**config.mk**
```make
export PLATFORM = sky130hd
export DESIGN_NAME = tff_toggle_sched
export DESIGN_NICKNAME = d
export VERILOG_FILES = /design/src/rtl/tff_sched_pkg.sv /design/src/rtl/tff_bank.sv /design/src/rtl/tff_toggle_sched.sv
export SDC_FILE = /design/constraint.sdc
export NUM_CORES = 1
export LEC_CHECK = 0
export ABC_AREA = 1
export BUFFER_PORTS_ARGS = -buffer_cell sky130_fd_sc_hd__buf_4
export CAP_MARGIN = 10
export CORE_MARGIN = 2
export CORE_UTILIZATION = 49
export CTS_CLUSTER_SIZE = 12
export DETAILED_ROUTE_END_ITERATION = 10
export PLACE_DENSITY = 0.89
export SYNTH_ARGS = -nofsm -noshare
export SYNTH_HDL_FRONTEND = slang
export SYNTH_HIERARCHICAL = 1
export SYNTH_SLANG_ARGS = --single-unit
```
**constraint.sdc**
```tcl
create_clock -name clk_i -period 3.1 [get_ports clk_i]
set_input_delay 0.155 -clock clk_i [delete_from_list [all_inputs] [get_ports clk_i]]
set_output_delay 0.155 -clock clk_i [all_outputs]
set_load 0.02 [all_outputs]
```
**src/rtl/tff_sched_pkg.sv**
```systemverilog
// Shared defaults and the round-robin pick used by the toggle scheduler.
package tff_sched_pkg;

    localparam int unsigned NReqDefault  = 4;
    localparam int unsigned WidthDefault = 8;
    localparam int unsigned MaxReq       = 8;
    localparam int unsigned MaxPtrW      = $clog2(MaxReq);
    localparam int unsigned PTR_W        = $clog2(NReqDefault);

    // One-hot pick of the first set req at or above ptr, wrapping at n_req.
    function automatic logic [MaxReq-1:0] rr_pick(input logic [MaxReq-1:0]  req,
                                                  input logic [MaxPtrW-1:0] ptr,
                                                  input int unsigned        n_req);
        logic [MaxReq-1:0] pick;
        logic              found;
        logic [MaxPtrW:0]  idx;
        pick  = '0;
        found = 1'b0;
        for (int unsigned k = 0; k < MaxReq; k++) begin
            if (k < n_req) begin
                idx = {1'b0, ptr} + (MaxPtrW + 1)'(k);
                if (idx >= (MaxPtrW + 1)'(n_req)) begin
                    idx = idx - (MaxPtrW + 1)'(n_req);
                end
                if (!found && req[idx[MaxPtrW-1:0]]) begin
                    pick[idx[MaxPtrW-1:0]] = 1'b1;
                    found                  = 1'b1;
                end
            end
        end
        return pick;
    endfunction

endpackage

```
**src/rtl/tff_bank.sv**
```systemverilog
// Bank of WIDTH T flip-flops: each bit inverts on a rising edge when its t bit is set.
module tff_bank #(
    parameter int unsigned WIDTH = 8
) (
    input  logic             clk_i,
    input  logic             rst_ni,
    input  logic [WIDTH-1:0] t_i,
    output logic [WIDTH-1:0] q_o
);

    logic [WIDTH-1:0] q_q, q_d;

    always_comb begin
        q_d = q_q ^ t_i;
    end

    always_ff @(posedge clk_i or negedge rst_ni) begin
        if (!rst_ni) begin
            q_q <= '0;
        end else begin
            q_q <= q_d;
        end
    end

    assign q_o = q_q;

endmodule

```
**src/rtl/tff_toggle_sched.sv**
```systemverilog
// Round-robin arbiter granting one requester per cycle; the winner's mask is registered
// as the pending T-vector and applied to the shared toggle bank on the following edge.
module tff_toggle_sched
    import tff_sched_pkg::*;
#(
    parameter int unsigned N_REQ = NReqDefault,
    parameter int unsigned WIDTH = WidthDefault
) (
    input  logic                   clk_i,
    input  logic                   rst_ni,
    input  logic [N_REQ-1:0]       req_i,
    input  logic [N_REQ*WIDTH-1:0] mask_i,
    input  logic                   hold_i,
    output logic [N_REQ-1:0]       gnt_o,
    output logic [WIDTH-1:0]       q_o,
    output logic                   idle_o
);

    localparam int unsigned PtrW = $clog2(N_REQ);

    logic [PtrW-1:0]   ptr_q, ptr_d;
    logic [N_REQ-1:0]  gnt_q, gnt_d;
    logic [WIDTH-1:0]  t_q, t_d;
    logic [MaxReq-1:0] req_ext, pick;

    assign req_ext = MaxReq'(req_i);
    assign pick    = rr_pick(req_ext, MaxPtrW'(ptr_q), N_REQ);

    always_comb begin
        gnt_d = '0;
        t_d   = '0;
        ptr_d = ptr_q;
        if (!hold_i && |req_i) begin
            gnt_d = pick[N_REQ-1:0];
            for (int unsigned i = 0; i < N_REQ; i++) begin
                if (pick[i]) begin
                    t_d   = mask_i[i*WIDTH +: WIDTH];
                    ptr_d = (i == N_REQ - 1) ? '0 : PtrW'(i + 1);
                end
            end
        end
    end

    always_ff @(posedge clk_i or negedge rst_ni) begin
        if (!rst_ni) begin
            gnt_q <= '0;
            t_q   <= '0;
            ptr_q <= '0;
        end else begin
            gnt_q <= gnt_d;
            t_q   <= t_d;
            ptr_q <= ptr_d;
        end
    end

    // Pending T-vector is applied regardless of hold, so a grant is never lost.
    tff_bank #(
        .WIDTH(WIDTH)
    ) u_bank (
        .clk_i (clk_i),
        .rst_ni(rst_ni),
        .t_i   (t_q),
        .q_o   (q_o)
    );

    assign gnt_o  = gnt_q;
    assign idle_o = (gnt_q == '0) && (t_q == '0);

endmodule

```
==> summary.md <==
| Metric | Value |
|---|---|
| Status | `finished clean` |
| Synth Area in Compound Gates | `0.0421` |
| Critical Path RT | `approximately 3.3 ns` |
| Fmax | `between 0.4 and 0.5 GHz` |
| Post-synthesis adder-cell area fraction | `0.0581` |
| Vias per Instance | `4.89` |
| Core box area | `0.00336 sq mm` |
| ANT nets after route | `0` |
| Synth-to-layout area growth | `26.9%` |
| Clock root buffer | `clkbuf_4` |
| Final hold slack | `between 0.02 and 0.03 ns` |
| GRT Resource Usage Total | `0.219` |
| Total Nets Final | `340` |
| Layout cells sized above 1 | `0.298` |
| Setup Skew | `0.0213 ns` |
| Synth Register Bits | `22` |
| Worst slew pin tran | `approximately 0.54 ns` |
| Synthesized instance count | `roughly 240` |
| WL/cell | `approximately 12 um` |
| Post-synthesis sequential area ratio | `0.320` |
| Setup repair bufs after CTS | `0` |
| Number of DRC markers in iteration 0 | `just under 70` |
| Mapped Area | `roughly 0.0017 sq mm` |
| Post-DP HPWL | `approximately 3300 um` |
| Router iterations before antenna repair | `4` |
| Largest net degree at the start of global routing | `23` |
| Startpoint types | `register` |
| Global-route wire length before repair | `around 7100 um` |
| Power Dens Cells | `roughly 1100 mW/mm^2` |
| Full die area | `between 0.004 and 0.005 sq mm` |
| Worst-Skew Late Latency | `about 0.32 ns` |
| Clock sinks | `22` |
| Shortest period the worst path allows | `roughly 2.5 ns` |
| Most frequent cells in the layout | `nand2_1, buf_4, inv_1` |
| Synth Area in XOR/XNOR | `0` |
| Most common library cell in the layout ignoring fill and taps | `nand2_1` |
| Synth Area per Inst | `about 7.2 sq um` |
| VDD IR max | `approximately 0.71 mV` |
| Simple-Gate Fraction of Synth Area | `0.491` |
| Vias in the first global route | `1666` |
| Mux cell area share after synthesis | `0` |
| Leakage | `around 1.2 nW` |
| Clk pin slew, worst setup/hold paths | `~0.13 ns` |
| Worst hold path class | `in2reg` |
| Crit path kind | `reg2reg` |
| GR Overflow Total | `0` |
| Final worst-path cycle share | `0.794` |
| WL final | `4060 um` |
| Total of max-cap violations | `0` |
| Fill count | `between 300 and 400` |
| Ant diodes | `0` |
| PnR worst setup slack | `between 0.6 and 0.7 ns` |
| CTS tree | `done` |
| Relative slew slack | `0.638` |
| Final Hold Fails | `0` |
| Crit-path cells | `inv_8 > ha_1 > inv_1 > nand3_2 > nand3_4 > nor2_4 > nand2_1 > nand3_1 > nor2_4 > nand3b_1 > nand3_1 > nand2_1` |
| H-Tree Depth | `1` |
| CP max stage cell | `dfrtp_1` |
| Largest family of logic cells by synthesized area | `simple AND/OR/NAND/NOR gates` |
| RSZ-0062 raised after global routing | `false` |
| Pre-CTS WS | `a little over 0.7 ns` |
| Fin Setup TNS | `0 ns` |
| PortBufs | `just over 50` |
| Vias | `roughly 1700` |
| Gp weighted congestion | `0.857` |
| Resized cells post-CTS | `0` |
| Initial antenna violation count | `0` |
| CTS buffer count | `3` |
| Clk buf depth | `2` |
| Crit. End Element | `register` |
| Post-Synthesis Net Count | `285` |
| Total Power | `2.48 mW` |
| Fin. max-slew vios | `0` |
| DIE WIDTH | `around 63 um` |
| Crit path DAT | `between 2 and 3 ns` |
| # rows | `21` |
| CP max stage delay | `0.71 ns` |
| I/O Pins | `52` |
| Initial Utilization | `0.512` |
| Yosys warnings | `6` |
| Die Ht | `between 60 and 70 um` |
| CP Max Fanout | `18` |
| Setup violations, final | `0` |
| Post-synth cell types | `26` |
| Post-route DRC | `0` |
-- cells by family (layout without fill, tap and decap cells) --
family / Yosys count / count (layout)
adders and majority gates: 8 / 8
AOI/OAI and AO/OA: 8 / 8
buffers and inverters: 35 / 89
DFF: 22 / 22
and+or+nand+nor: 165 / 165
-- per-stage QoR --
step | std cells | utilization | area (sq um)
2_1_floorplan | 238 | - | 1720
3_3_place_gp | 333 | 0.637 | 2140
3_5_place_dp | 333 | 0.637 | 2140
4_1_cts | 338 | 0.650 | 2190
5_1_grt | 338 | 0.650 | 2190
6_report | 338 | 0.650 | 2190
-- power by group --
part / internal (mW) / switching [mW]
Sequential: 0.418 / 0.131
Combinational: 0.648 / 1.12
Clock: 0.0718 / 0.0879
-- synthesized netlist by cell type (all sizes together) --
library cell	n	area [sq um]
ha	8	100
a21boi	2	26.3
nand2	94	378
a21oi	3	26.3
nand3b	8	60.1
or2	1	6.26
nand3	32	230
o21ai	1	5.00
and3	1	6.26
dfrtp	22	551
a31oi	1	6.26
nand4	1	6.26
inv	33	131
nor4	3	18.8
a41oi	1	8.76
nor2	25	140
buf	2	22.5
-- flip-flops by register name (all words and copies together) (netlist names) --
signal,cells
gnt_o,4
u_bank/q_o,8
ptr_q,2
t_q,8
-- layout make-up --
class | instances | area (sq um) | area share
timing repair buffer | 52 | 393 | 0.180
clock buffer | 4 | 36.3 | 0.0166
tap | 46 | 57.6 | 0.0263
sequential | 22 | 551 | 0.252
inverter | 33 | 131 | 0.0601
multi-input combinational | 181 | 1020 | 0.466
-- critical path: cells and delay by family, from the launching register on --
kind,cells,cell delay (ns)
and+or+nand+nor,9,1.08
DFF,1,0.71
adders and majority gates,1,0.36
buffers and inverters,2,0.19
-- metal layers --
layer  vias up  wire (um)  track usage
li1        853          -            -
met1       745       1780        0.270
met2        48       2030        0.391
met3         7        184       0.0321
met4         0         67       0.0734
met5         -          0            0
-- path summary, 6_finish.rpt --
| kind | end | start | cells past startpoint | slack, ns |
|---|---|---|---|---|
| worst max-delay path | t_q[1] | ptr_q[0] | 12 | 0.64 |
| worst min-delay path | t_q[4] | mask_i[28] | 3 | 0.03 |
| worst max register to register | t_q[1] | ptr_q[0] | 12 | 0.64 |
| worst min register to register | u_bank/q_o[6] | u_bank/q_o[6] | 2 | 0.51 |
| max in group asynchronous | u_bank/q_o[1] | rst_ni | 2 | 2.61 |
| min in group asynchronous | u_bank/q_o[4] | rst_ni | 2 | 0.25 |
-- what timing repair did --
item | in CTS | in global routing
hold endpoints to repair | 22 | 0
endpoints found under the setup margin | 0 | 0
hold buffers | 1 | 0
No activity file was read; power rests on OpenSTA's default activity.
